<file path="config.mk">
export PLATFORM = sky130hd
export DESIGN_NAME = axi_spi_req_arbiter
export DESIGN_NICKNAME = d
export VERILOG_FILES = /design/src/rtl/axi_spi_req_arbiter.sv
export SDC_FILE = /design/constraint.sdc
export NUM_CORES = 1
export LEC_CHECK = 0
export BUFFER_PORTS_ARGS = -buffer_cell sky130_fd_sc_hd__buf_4
export CAP_MARGIN = 10
export CORE_UTILIZATION = 52
export CTS_BUF_LIST = sky130_fd_sc_hd__clkbuf_8
export CTS_CLUSTER_SIZE = 40
export DETAILED_ROUTE_END_ITERATION = 12
export PLACE_DENSITY = 0.89
export RECOVER_POWER = 50
export SYNTH_ARGS = -nofsm -noshare
export SYNTH_HDL_FRONTEND = slang
export SYNTH_SLANG_ARGS = --single-unit
</file>
<file path="constraint.sdc">
create_clock -name clk_i -period 2.6 [get_ports clk_i]
set_input_delay 0.26 -clock clk_i [delete_from_list [all_inputs] [get_ports clk_i]]
set_output_delay 0.26 -clock clk_i [all_outputs]
set_load 0.005 [all_outputs]
</file>
<file path="src/rtl/axi_spi_req_arbiter.sv">
// Arbitrates two SPI requesters and turns each grant into AXI4-Lite writes of ctrl, trans and data.
// Optional feature macro AXI_SPI_CTRL_CACHE_EN: skip the ctrl write when it matches the last one.

module axi_spi_req_arbiter #(
  parameter logic [27:0] CTRL_ADDR  = 28'd0,
  parameter logic [27:0] TRANS_ADDR = 28'd1,
  parameter logic [27:0] DATA_ADDR  = 28'd3
) (
  input  logic        clk_i,
  input  logic        reset_i,

  input  logic        req0_valid_i,
  output logic        req0_ready_o,
  input  logic [31:0] req0_ctrl_i,
  input  logic [31:0] req0_trans_i,
  input  logic [31:0] req0_data_i,

  input  logic        req1_valid_i,
  output logic        req1_ready_o,
  input  logic [31:0] req1_ctrl_i,
  input  logic [31:0] req1_trans_i,
  input  logic [31:0] req1_data_i,

  output logic        busy_o,
  output logic        done_o,
  output logic        done_id_o,
  output logic        err_o,

  output logic        awvalid_o,
  input  logic        awready_i,
  output logic [27:0] awaddr_o,
  output logic [0:0]  awprot_o,
  output logic        wvalid_o,
  input  logic        wready_i,
  output logic [31:0] wdata_o,
  output logic [3:0]  wstrb_o,
  input  logic        bvalid_i,
  output logic        bready_o,
  input  logic [1:0]  bresp_i
);

  typedef enum logic [1:0] {StIdle, StAddr, StResp, StDone} state_e;

  localparam logic [1:0] StepCtrl  = 2'd0;
  localparam logic [1:0] StepTrans = 2'd1;
  localparam logic [1:0] StepData  = 2'd2;

  state_e      state_q, state_d;
  logic [1:0]  step_q, step_d;
  logic        aw_done_q, aw_done_d;
  logic        w_done_q, w_done_d;
  logic [31:0] ctrl_q, ctrl_d;
  logic [31:0] trans_q, trans_d;
  logic [31:0] data_q, data_d;
  logic        id_q, id_d;
  logic        err_q, err_d;
  logic        last_q, last_d;

  logic        any_req;
  logic        win_id;
  logic [31:0] win_ctrl, win_trans, win_data;
  logic [1:0]  start_step;
  logic        awvalid_int, wvalid_int;
  logic        aw_hs, w_hs, b_ok;
  logic [27:0] step_addr;
  logic [31:0] step_data;

  // Round robin: on contention the requester not served last wins.
  always_comb begin
    any_req   = req0_valid_i | req1_valid_i;
    win_id    = (req0_valid_i & req1_valid_i) ? ~last_q : req1_valid_i;
    win_ctrl  = win_id ? req1_ctrl_i  : req0_ctrl_i;
    win_trans = win_id ? req1_trans_i : req0_trans_i;
    win_data  = win_id ? req1_data_i  : req0_data_i;
  end

`ifdef AXI_SPI_CTRL_CACHE_EN
  logic [31:0] cache_q, cache_d;
  logic        cache_vld_q, cache_vld_d;

  always_comb begin
    start_step = (cache_vld_q && (cache_q == win_ctrl)) ? StepTrans : StepCtrl;
  end
`else
  assign start_step = StepCtrl;
`endif

  always_comb begin
    state_d   = state_q;
    step_d    = step_q;
    aw_done_d = aw_done_q;
    w_done_d  = w_done_q;
    ctrl_d    = ctrl_q;
    trans_d   = trans_q;
    data_d    = data_q;
    id_d      = id_q;
    err_d     = err_q;
    last_d    = last_q;
`ifdef AXI_SPI_CTRL_CACHE_EN
    cache_d     = cache_q;
    cache_vld_d = cache_vld_q;
`endif

    awvalid_int = (state_q == StAddr) & ~aw_done_q;
    wvalid_int  = (state_q == StAddr) & ~w_done_q;
    aw_hs       = awvalid_int & awready_i;
    w_hs        = wvalid_int & wready_i;
    b_ok        = (bresp_i == 2'b00);

    unique case (state_q)
      StIdle: begin
        if (any_req) begin
          state_d   = StAddr;
          step_d    = start_step;
          aw_done_d = 1'b0;
          w_done_d  = 1'b0;
          ctrl_d    = win_ctrl;
          trans_d   = win_trans;
          data_d    = win_data;
          id_d      = win_id;
          last_d    = win_id;
          err_d     = 1'b0;
        end
      end
      StAddr: begin
        // Address and data channels complete independently, possibly in the same cycle.
        aw_done_d = aw_done_q | aw_hs;
        w_done_d  = w_done_q | w_hs;
        if (aw_done_d && w_done_d) begin
          state_d = StResp;
        end
      end
      StResp: begin
        if (bvalid_i) begin
          if (b_ok && (step_q < StepData)) begin
            state_d   = StAddr;
            step_d    = step_q + 2'd1;
            aw_done_d = 1'b0;
            w_done_d  = 1'b0;
          end else begin
            state_d = StDone;
            err_d   = err_q | ~b_ok;
          end
`ifdef AXI_SPI_CTRL_CACHE_EN
          if (!b_ok) begin
            cache_vld_d = 1'b0;
          end else if (step_q == StepCtrl) begin
            cache_d     = ctrl_q;
            cache_vld_d = 1'b1;
          end
`endif
        end
      end
      StDone: begin
        state_d = StIdle;
        step_d  = StepCtrl;
      end
      default: state_d = StIdle;
    endcase
  end

  always_comb begin
    unique case (step_q)
      StepCtrl: begin
        step_addr = CTRL_ADDR;
        step_data = ctrl_q;
      end
      StepTrans: begin
        step_addr = TRANS_ADDR;
        step_data = trans_q;
      end
      default: begin
        step_addr = DATA_ADDR;
        step_data = data_q;
      end
    endcase
  end

  // Outputs are forced quiet while reset is asserted, not only after it is sampled.
  always_comb begin
    req0_ready_o = ~reset_i & (state_q == StIdle) & any_req & ~win_id;
    req1_ready_o = ~reset_i & (state_q == StIdle) & any_req & win_id;
    busy_o       = ~reset_i & (state_q != StIdle);
    done_o       = ~reset_i & (state_q == StDone);
    done_id_o    = done_o & id_q;
    err_o        = done_o & err_q;
    awvalid_o    = ~reset_i & awvalid_int;
    wvalid_o     = ~reset_i & wvalid_int;
    bready_o     = ~reset_i & (state_q == StResp);
    awaddr_o     = (~reset_i && state_q == StAddr) ? step_addr : 28'd0;
    wdata_o      = (~reset_i && state_q == StAddr) ? step_data : 32'd0;
    awprot_o     = 1'b0;
    wstrb_o      = 4'hF;
  end

  always_ff @(posedge clk_i) begin
    if (reset_i) begin
      state_q   <= StIdle;
      step_q    <= StepCtrl;
      aw_done_q <= 1'b0;
      w_done_q  <= 1'b0;
      ctrl_q    <= 32'd0;
      trans_q   <= 32'd0;
      data_q    <= 32'd0;
      id_q      <= 1'b0;
      err_q     <= 1'b0;
      last_q    <= 1'b1;
    end else begin
      state_q   <= state_d;
      step_q    <= step_d;
      aw_done_q <= aw_done_d;
      w_done_q  <= w_done_d;
      ctrl_q    <= ctrl_d;
      trans_q   <= trans_d;
      data_q    <= data_d;
      id_q      <= id_d;
      err_q     <= err_d;
      last_q    <= last_d;
    end
  end

`ifdef AXI_SPI_CTRL_CACHE_EN
  always_ff @(posedge clk_i) begin
    if (reset_i) begin
      cache_q     <= 32'd0;
      cache_vld_q <= 1'b0;
    end else begin
      cache_q     <= cache_d;
      cache_vld_q <= cache_vld_d;
    end
  end
`endif

endmodule

</file>
==> results of run 1 <==
==> worst min-delay path, cell delays in order <==
cell	delay (ns)
buf_4	0.10
inv_1	0.09
o21ai_0	0.11
==> path summary, 6_finish.rpt <==
check,slack [ns],start,endpoint
worst min register to register,0.47,id_q,id_q
worst max register to register,0.42,state_q[1],ctrl_q[27]
worst max-delay path,0.33,step_q[0],wdata_o[26]
worst min-delay path,0.25,reset_i,last_q
==> cells by family after synthesis <==
logic type,count (synthesis),share of synthesized area
mux,96,0.1699
buf+inv,99,0.09958
simple gates,154,0.1087
flops,105,0.3718
other cells,2,0.001328
fa+ha+maj,8,0.01770
compound gates,184,0.2310
==> power by group through the flow <==
stage	clock, mW	combinational [mW]	sequential (mW)
floorplan	0	2.01	2.50
global placement	0	2.64	2.56
detailed placement	0	2.76	2.60
CTS	1.08	2.77	2.56
global route	1.16	3.05	2.64
finish	1.07	2.73	2.57
==> through the flow <==
step	setup WS [ns]	instance area, sq um	power [mW]	utilization
global placement	0.5449	7390	5.203	0.7094
CTS	0.08938	7601	6.417	0.7297
floorplan	0.8724	5763	4.507	-
detailed placement	0.4882	7390	5.366	0.7094
global route	0.1641	7582	6.842	0.7279
finish	0.3325	7582	6.368	0.7279
==> state kept, by name, summed over array words and instances (netlist names) <==
register,count
ctrl_q,32
data_q,32
trans_q,32
state_q,2
step_q,2
aw_done_q,1
err_q,1
id_q,1
last_q,1
w_done_q,1
==> per-layer routing <==
layer	GRT usage	wire (microns)
met1	0.3007	5980
met2	0.4968	8202
met3	0.04231	997
met4	0.1022	343
met5	0	0
==> layout by cell type, fill, tap and decap left out, types with 3 or more instances in the layout <==
cell type	n
a211oi_1	100
a21oi_1	35
a22oi_1	32
and3_1	4
buf_4	248
clkbuf_4	5
clkbuf_8	9
conb_1	31
dfxtp_1	105
ha_1	7
inv_1	9
mux2i_1	96
nand2_1	35
nor2_1	103
nor2b_1	4
nor3_1	3
==> what timing repair did <==
action,CTS,global route
hold endpoints to repair,0,0
hold buffers,0,0
endpoints found under the setup margin,0,16
resized for setup,0,1
==> final cells by class <==
cell class | instances | area share
inverters | 7 | 0.003465
well taps | 136 | 0.02244
clock inverters | 7 | 0.01155
multi-input cells | 473 | 0.4117
repair buffers | 256 | 0.2573
clock buffers | 9 | 0.01634
flip-flops and latches | 105 | 0.2772
==> impl_results.rst, run 1 <==
.. list-table::
   :header-rows: 1

   * - Metric
     - Value
   * - Status
     - completed
   * - Overflow left after global routing
     - 0
   * - Buffer levels on the longest clock path
     - 2
   * - Area share of the largest cell type after synthesis
     - 0.3718
   * - Synth cell count leaders
     - 105 x dfxtp_1, 104 x nor2_1, 100 x a211oi_1, 96 x mux2i_1, 44 x clkbuf_1
   * - Area of all sequential standard cells
     - 2102 sq um
   * - Post-synthesis instance area
     - 5654 sq um
   * - Worst hold path stage count
     - 3
   * - Top cells by area in the synthesized netlist
     - dfxtp_1 37%, mux2i_1 17%, a211oi_1 13%
   * - Number of global-route vias before repair
     - 5226
   * - Synth-to-layout area growth
     - 34.10%
   * - Largest net degree at the start of global routing
     - 117
   * - Nature of the critical path startpoint
     - flip-flop
   * - Area of the core
     - 10420 sq um
   * - Detailed Routing Iterations Pass 1
     - 4
   * - Crit path capture type
     - output pin
   * - Category of the critical setup timing path
     - flip-flop to output pin
   * - TNS Setup
     - 0 ns
   * - Initial Util
     - 0.5428
   * - Mean area per synthesized cell
     - 8.726 sq um
   * - Worst VDD drop
     - 0.4333 mV
   * - Post-detailed-placement half-perimeter wirelength
     - 11500 microns
   * - Number of unique standard cell types used by synthesis
     - 34
   * - Number of clock sinks
     - 105
   * - Post-synth top flop
     - dfxtp_1
   * - Total Die Area
     - 11290 sq um
   * - Global Route Usage Sum
     - 0.2663
   * - Post-Route Hold Slack
     - 0.2498 ns
   * - Antenna Nets Post-Route
     - 0
   * - Number of enable flip-flop cells after synthesis
     - 0
   * - Crit share post-route
     - 0.8721
   * - CP peak stage delay
     - 0.43 ns
   * - Vert. Die Dim
     - 106.3 microns
   * - Finish-stage setup viols
     - 0
   * - YS warnings
     - 0
   * - Required time of the critical path
     - 2.34 ns
   * - Max-slew violations
     - 0
   * - Post-Synthesis Cells
     - 648
   * - Critical Path Most Common Cell
     - buf_4
   * - Fin Clk Skew
     - 0.009905 ns
   * - Number of placement rows
     - 37
   * - Count of H-tree levels built during CTS
     - 3
   * - RSZ-0062 raised after global routing
     - no
   * - Power density normalized to cell area
     - 839.9 nW/um^2
   * - Slowest CP cell
     - ha_2
   * - TritonCTS buffer count
     - 9
   * - Die outline width
     - 106.3 microns
   * - Number of violations reported at the end of detailed-routing iteration 0
     - 237
   * - Drc violations
     - 0
   * - Vias
     - 5436
   * - Fraction of final layout cells with drive strength greater than 1
     - 0.3209
   * - Max Cap Violations
     - 0
   * - Dpl cells
     - 977
   * - Combinational cell fraction of total power
     - 0.429
   * - Worst-path maximum fanout
     - 18
   * - Final Hold Viols
     - 0
   * - Routed wire length
     - 15520 microns
   * - Critical path data arrival time
     - 2.01 ns
   * - Sequential area share after synthesis
     - 0.3718
   * - RePlAce Congestion
     - 0.8183
   * - Seq cells post-synth
     - 105
   * - Internal power contribution
     - 3.947 mW
   * - Final-layout fill cell count
     - 800
   * - Post-CTS setup buffer count
     - 0
   * - Routed WL per cell
     - 15.63 microns
   * - Relative contribution of sequential cells to total power
     - 0.404
   * - Top-level I/O count
     - 275
   * - Highest clock rate
     - 0.4410 GHz
   * - Largest delay contributor family on the critical path
     - buffers and inverters
   * - Port Buf Inserts
     - 243
   * - Levels on crit path
     - 6
   * - Root buf cell
     - clkbuf_8
   * - Bufs and invs on worst path
     - 3
   * - Multi-input combinational cell area
     - 3122 sq um
   * - Switching Share
     - 0.3803
   * - Rel. slew slack
     - 0.4965
   * - Most frequent cell after synthesis
     - dfxtp_1
   * - Wire length of the first global-routing pass
     - 23950 microns
   * - Final critical delay including setup and external delays
     - 2.268 ns
   * - Clock-pin slew on the worst setup and hold paths
     - 0.10 ns
   * - LEAKAGE
     - 3.322 nW
   * - Clock latency of the later-clocked register in the worst-skew pair
     - 0.34 ns
   * - Initial antenna violation count
     - 0
   * - Dominant cell type by area after synthesis
     - dfxtp_1
   * - Layout Cells excl Fill
     - 993
   * - Transition time at the pin with the least slew margin
     - 0.7552 ns
   * - CTS tree
     - yes
   * - Number of cells on the worst reg-to-reg path
     - 6
   * - Post-DR vias/cell
     - 5.474
   * - Diode count
     - 0
   * - Sw power
     - 2.422 mW
   * - Async set-or-reset flop fraction in the synthesized netlist
     - 0
   * - Clock power frac
     - 0.168
   * - # nets final
     - 1061
   * - CP cell instances
     - inv_1 -> ha_2 -> buf_4 -> a22oi_1 -> a21oi_1 -> buf_4
   * - Classification of the worst-slack hold path
     - input port to flip-flop
(Power assumes the default switching activity.)
==> run 2: changes to the inputs <==
- RECOVER_POWER: 50 -> default
==> impl_results.rst, run 2 (synthesis results as in run 1) <==
.. list-table::
   :header-rows: 1

   * - Metric
     - Value
   * - Status
     - completed
   * - CP cell instances
     - inv_1 -> ha_2 -> buf_4 -> a22oi_1 -> a21oi_1 -> buf_4
   * - Transition time at the pin with the least slew margin
     - 0.6657 ns (-0.08957 ns)
   * - Bufs and invs on worst path
     - 3 (unchanged)
   * - Drc violations
     - 0 (unchanged)
   * - Critical path data arrival time
     - 2.03 ns (+0.02 ns)
   * - Worst hold path startpoint
     - reset_i
   * - Final critical-path setup slack
     - 0.3117 ns (-0.02079 ns)
   * - Global-route met1 utilization
     - 0.3007 (unchanged)
   * - Crit share post-route
     - 0.8801 (+0.007998)
   * - Worst hold path stage count
     - 3 (unchanged)
   * - Number of clock sinks
     - 105 (unchanged)
   * - Vert. Die Dim
     - 106.3 microns (unchanged)
   * - Register-to-register path setup slack
     - 0.56 ns (+0.14 ns)
   * - Fin Clk Skew
     - 0.009804 ns (-0.0001008 ns)
   * - TNS Setup
     - 0 ns (unchanged)
   * - Nature of the critical path startpoint
     - flip-flop
   * - Synth-to-layout area growth
     - 34.48%
   * - Global Route Usage Sum
     - 0.2663 (unchanged)
   * - Wire length of the first global-routing pass
     - 23950 microns (unchanged)
   * - Finish-stage setup viols
     - 0 (unchanged)
   * - Initial Util
     - 0.5428 (unchanged)
   * - Vias
     - 5424 (-0.22%)
   * - Rel. slew slack
     - 0.5562 (+0.05971)
   * - Largest registers in the final layout
     - ctrl_q x32, data_q x32, trans_q x32
   * - Area of the core
     - 10420 sq um (unchanged)
   * - Sw power
     - 2.433 mW (+0.48%)
   * - TritonCTS buffer count
     - 9 (unchanged)
   * - Clock power frac
     - 0.166 (-0.002)
   * - Routed wire length
     - 15540 microns (about the same)
   * - Utilization after layout
     - 0.7300 (+0.002042)
   * - Power density normalized to cell area
     - 843.2 nW/um^2 (+0.39%)
   * - Critical Path Most Common Cell
     - buf_4
   * - Max-slew violations
     - 0 (unchanged)
   * - Port Buf Inserts
     - 243 (unchanged)
   * - Worst VDD drop
     - 0.4907 mV (+13%)
   * - Dpl cells
     - 977 (unchanged)
   * - Root buf cell
     - clkbuf_8
   * - Leading cell type in the layout, fill and taps excluded
     - buf_4
   * - Levels on crit path
     - 6 (unchanged)
   * - Largest delay contributor family on the critical path
     - buffers and inverters
   * - LEAKAGE
     - 3.334 nW (+0.36%)
   * - Top-level I/O count
     - 275 (unchanged)
   * - Overflow left after global routing
     - 0 (unchanged)
   * - Number of global-route vias before repair
     - 5226 (unchanged)
   * - Total Die Area
     - 11290 sq um (unchanged)
   * - Required time of the critical path
     - 2.34 ns (about the same)
   * - Final Hold Viols
     - 0 (unchanged)
   * - Internal power contribution
     - 3.978 mW (+0.79%)
   * - RePlAce Congestion
     - 0.8183 (unchanged)
   * - Clock latency of the later-clocked register in the worst-skew pair
     - 0.34 ns (about the same)
   * - Slowest CP cell
     - ha_2
   * - Post-Route Hold Slack
     - 0.2439 ns (-0.005855 ns)
   * - Antenna Nets Post-Route
     - 0 (unchanged)
   * - Routed WL per cell
     - 15.65 microns (about the same)
   * - Diode count
     - 0 (unchanged)
   * - Number of placement rows
     - 37 (unchanged)
   * - Max Cap Violations
     - 0 (unchanged)
   * - Classification of the worst-slack hold path
     - input port to flip-flop
   * - Global-route met3 utilization
     - 0.04231 (unchanged)
   * - Crit path capture type
     - output pin
   * - CTS tree
     - yes
   * - Number of violations reported at the end of detailed-routing iteration 0
     - 204 (-14%)
   * - Critical register-to-register path startpoint
     - state_q[1]
   * - Buffer levels on the longest clock path
     - 2 (unchanged)
   * - Largest net degree at the start of global routing
     - 117 (unchanged)
   * - Fraction of final layout cells with drive strength greater than 1
     - 0.3209 (unchanged)
   * - Clock-pin slew on the worst setup and hold paths
     - 0.10 ns (about the same)
   * - Post-detailed-placement half-perimeter wirelength
     - 11500 microns (unchanged)
   * - Reg-to-reg critical path endpoint
     - step_q[0]
   * - Combinational cell fraction of total power
     - 0.433 (+0.004)
   * - Initial antenna violation count
     - 0 (unchanged)
   * - Worst-case hold path end point
     - last_q
   * - Worst-path maximum fanout
     - 18 (unchanged)
   * - Number of cells on the worst reg-to-reg path
     - 5 (-1)
   * - Switching Share
     - 0.3796 (-0.0007340)
   * - # nets final
     - 1061 (unchanged)
   * - Layout Cells excl Fill
     - 993 (unchanged)
   * - Detailed Routing Iterations Pass 1
     - 5 (+1)
   * - Most frequent cells in the layout
     - 252 x buf_4, 105 x dfxtp_1, 103 x nor2_1
   * - Post-place setup slack
     - 0.4882 ns (unchanged)
   * - CP peak stage delay
     - 0.44 ns (about the same)
   * - RSZ-0062 raised after global routing
     - no
   * - Post-DR vias/cell
     - 5.462 (-0.22%)
   * - Relative contribution of sequential cells to total power
     - 0.401 (-0.003)
   * - Post-CTS setup buffer count
     - 0 (unchanged)
   * - GR met2 Demand/Resource
     - 0.4968 (unchanged)
   * - Grt peak-use layer
     - met2
   * - Final critical delay including setup and external delays
     - 2.288 ns (+0.02079 ns)
   * - Count of H-tree levels built during CTS
     - 3 (unchanged)
   * - Category of the critical setup timing path
     - flip-flop to output pin
   * - Die outline width
     - 106.3 microns (unchanged)
   * - Highest clock rate
     - 0.4370 GHz (-0.91%)
-- run 2: metrics by stage --
step | area [sq um] | power [mW]
6_report | 7604 | 6.411
5_1_grt | 7604 | 6.881
4_1_cts | 7601 | 6.417
3_5_place_dp | 7390 | 5.366
3_3_place_gp | 7390 | 5.203
2_1_floorplan | 5763 | 4.507
-- run 2: power by group through the flow --
stage	sequential [mW]	clock, mW	combinational [mW]
after CTS	2.56	1.08	2.77
after global placement	2.56	0	2.64
final	2.57	1.07	2.78
after detailed placement	2.60	0	2.76
after global routing	2.64	1.16	3.09
after floorplan	2.50	0	2.01
-- run 2: tightest hold or removal path, delay by kind of cell --
kind            cells  cell delay [ns]
compound gates      1             0.11
buf+inv             2             0.19
-- run 2: area by class of cell --
type                    instances  area (sq um)
clock buffers                   9         123.9
clock inverters                 7         87.58
fillers                       795          2813
inverters                       7         26.28
multi-input cells             473          3122
flip-flops and latches        105          2102
well taps                     136         170.2
repair buffers                256          1972
-- run 2: how the worst max path moves through the flow --
stage                        to      start  slack, ns
CTS                 wdata_o[26]  step_q[0]       0.09
global route        wdata_o[26]  step_q[0]       0.16
detailed placement  wdata_o[26]  step_q[0]       0.49
global placement     wdata_o[2]  step_q[0]       0.54
floorplan           wdata_o[10]  step_q[0]       0.87
finish              wdata_o[26]  step_q[0]       0.31
-- run 2: per-layer routing --
layer  wire [microns]  part of all wire  vias to the layer above
li1                 -                 -                     2690
met1             6088              0.39                     2461
met2             8201              0.53                      237
met3              873             0.056                       36
met4              374             0.024                        0
met5                0                 0                        -
-- run 2: timing repair --
action	4_1_cts	5_1_grt
hold buffers	0	0
endpoints found under the hold margin	0	0
resized for setup	0	1
setup endpoints to repair	0	16
==> run 3: changes to the inputs <==
- CORE_UTILIZATION: 52 -> 40
- PLACE_DENSITY: 0.89 -> 0.71
==> impl_results.rst, run 3 (synthesis results as in run 1) <==
.. list-table::
   :header-rows: 1

   * - Metric
     - Value
   * - Fraction of final layout cells with drive strength greater than 1
     - 0.3228 (+0.001920)
   * - Synth-to-layout area growth
     - 35.56%
   * - Overflow left after global routing
     - 0 (unchanged)
   * - TNS Setup
     - 0 ns (unchanged)
   * - Root buf cell
     - clkbuf_8
   * - Drc violations
     - 0 (unchanged)
   * - Area of the core
     - 13830 sq um (+33%)
   * - GR met2 Demand/Resource
     - 0.3446 (-0.1521)
   * - Rel. slew slack
     - 0.6656 (+0.1094)
   * - Final critical delay including setup and external delays
     - 2.364 ns (+0.07537 ns)
   * - Global-route met1 utilization
     - 0.2566 (-0.04409)
   * - Routed WL per cell
     - 14.54 microns (-7.0%)
   * - Initial antenna violation count
     - 0 (unchanged)
   * - Die outline width
     - 120.9 microns (+14%)
   * - CP peak stage delay
     - 0.37 ns (-0.07 ns)
   * - Final Hold Viols
     - 0 (unchanged)
   * - Highest clock rate
     - 0.4231 GHz (-3.2%)
   * - Classification of the worst-slack hold path
     - input port to flip-flop
   * - Global Route Usage Sum
     - 0.2007 (-0.06560)
   * - RePlAce Congestion
     - 0.7615 (-6.9%)
   * - Largest net degree at the start of global routing
     - 107 (-8.5%)
   * - Port Buf Inserts
     - 243 (unchanged)
   * - Category of the critical setup timing path
     - flip-flop to output pin
   * - Final-layout fill cell count
     - 1338 (+68%)
   * - Register-to-register path setup slack
     - 0.64 ns (+0.08 ns)
   * - Post-DR vias/cell
     - 5.075 (-7.1%)
   * - Antenna Nets Post-Route
     - 0 (unchanged)
   * - Clock latency of the later-clocked register in the worst-skew pair
     - 0.36 ns (+0.02 ns)
   * - Crit path capture type
     - output pin
   * - Total Die Area
     - 14610 sq um (+29%)
   * - Number of cells on the worst reg-to-reg path
     - 5 (unchanged)
   * - Largest registers in the final layout
     - ctrl_q x32, data_q x32, trans_q x32
   * - # nets final
     - 1059 (-0.19%)
   * - Transition time at the pin with the least slew margin
     - 0.4974 ns (-0.1683 ns)
   * - Worst hold path startpoint
     - req0_data_i[15]
   * - Post-CTS setup buffer count
     - 0 (unchanged)
   * - Top-level I/O count
     - 275 (unchanged)
   * - Number of violations reported at the end of detailed-routing iteration 0
     - 302 (+48%)
   * - Number of global-route vias before repair
     - 4774 (-8.6%)
   * - Diode count
     - 0 (unchanged)
   * - Worst-path maximum fanout
     - 20 (+2)
   * - Hold-fix buffers, CTS
     - 0 (unchanged)
   * - Fin Clk Skew
     - 0.006858 ns (-0.002946 ns)
   * - Finish-stage setup viols
     - 0 (unchanged)
   * - Buffer levels on the longest clock path
     - 2 (unchanged)
   * - Max Cap Violations
     - 0 (unchanged)
   * - Slowest CP cell
     - dfxtp_1
   * - Vias
     - 5253 (-3.2%)
   * - Global-route met3 utilization
     - 0.03242 (-0.009881)
   * - Worst-case hold path end point
     - data_q[15]
   * - Placed cell areas
     - 7452 sq um (+0.85%)
   * - Summed area of non-filler cells in the final layout
     - 7665 sq um (+0.81%)
   * - Status
     - completed
   * - Post-Route Hold Slack
     - 0.2338 ns (-0.01016 ns)
   * - Initial Util
     - 0.4089 (-0.1339)
   * - Critical register-to-register path startpoint
     - state_q[1]
   * - Post-detailed-placement half-perimeter wirelength
     - 10750 microns (-6.5%)
   * - TritonCTS buffer count
     - 9 (unchanged)
   * - Grt peak-use layer
     - met2
   * - Vert. Die Dim
     - 120.9 microns (+14%)
   * - Number of clock sinks
     - 105 (unchanged)
   * - Power Total
     - 6.370 mW (-0.64%)
   * - Power density normalized to cell area
     - 831.1 nW/um^2 (-1.4%)
   * - Most frequent cells in the layout
     - 249 x buf_4, 105 x dfxtp_1, 103 x nor2_1
   * - Number of placement rows
     - 43 (+16%)
   * - Nature of the critical path startpoint
     - flip-flop
   * - Critical path data arrival time
     - 2.10 ns (+0.07 ns)
   * - Worst hold path stage count
     - 3 (unchanged)
   * - Reg-to-reg critical path endpoint
     - step_q[0]
   * - Routed wire length
     - 15050 microns (-3.1%)
   * - Worst VDD drop
     - 0.6743 mV (+37%)
   * - Required time of the critical path
     - 2.34 ns (about the same)
   * - PostCTS Resize Cnt
     - 0 (unchanged)
   * - Max-slew violations
     - 0 (unchanged)
   * - CTS tree
     - yes
   * - Wire length of the first global-routing pass
     - 23290 microns (-2.8%)
   * - Leading cell type in the layout, fill and taps excluded
     - buf_4
   * - RSZ-0062 raised after global routing
     - no
   * - CP cell instances
     - inv_1 -> ha_2 -> nor2_4 -> buf_12 -> nand2_1 -> a21oi_1 -> buf_4
   * - Utilization after layout
     - 0.5543 (-0.1756)
   * - Clock-pin slew on the worst setup and hold paths
     - 0.10 ns (about the same)
   * - Crit share post-route
     - 0.9091 (+0.02899)
   * - LEAKAGE
     - 3.323 nW (-0.35%)
   * - Count of H-tree levels built during CTS
     - 3 (unchanged)
   * - Detailed Routing Iterations Pass 1
     - 4 (-1)
run 3: routing by layer:
metal  vias to the layer above  part of all wire
li1                       2693                 -
met1                      2361              0.42
met2                       187              0.50
met3                        12             0.071
met4                         0             0.010
met5                         -                 0
run 3: layout make-up:
class | instances | area [sq um] | area share
clock inverters | 6 | 75.07 | 0.009794
inverters | 7 | 26.28 | 0.003428
multi-input cells | 473 | 3129 | 0.4083
flip-flops and latches | 105 | 2102 | 0.2742
repair buffers | 254 | 1969 | 0.2569
clock buffers | 10 | 137.6 | 0.01796
well taps | 180 | 225.2 | 0.02938
run 3: report_power, final:
part	leakage, nW	switching (mW)	internal, mW	total (mW)
Clock	0.105	0.581	0.486	1.07
Sequential	0.872	0.326	2.22	2.55
Combinational	2.35	1.53	1.22	2.75
run 3: critical path: cells and delay by family (launching register included):
| family | cells | cell delay, ns |
|---|---|---|
| adders and majority gates | 1 | 0.31 |
| and+or+nand+nor | 2 | 0.43 |
| DFF | 1 | 0.37 |
| AOI/OAI and AO/OA | 1 | 0.17 |
| buffers and inverters | 3 | 0.45 |
run 3: worst max path at each step:
| stage | start | to | slack, ns | depth (start not counted) |
|---|---|---|---|---|
| finish | step_q[1] | wdata_o[0] | 0.24 | 7 |
| CTS | step_q[0] | wdata_o[0] | 0.21 | 7 |
| global placement | step_q[0] | wdata_o[2] | 0.69 | 7 |
| global route | step_q[0] | wdata_o[26] | 0.07 | 7 |
| floorplan | step_q[0] | wdata_o[10] | 0.87 | 7 |
| detailed placement | step_q[0] | wdata_o[0] | 0.62 | 7 |
run 3: stage by stage:
step                setup slack [ns]  instances
floorplan                     0.8724        677
global placement              0.6887       1019
detailed placement            0.6216       1019
CTS                           0.2086       1035
global route                 0.06518       1035
finish                        0.2363       1035
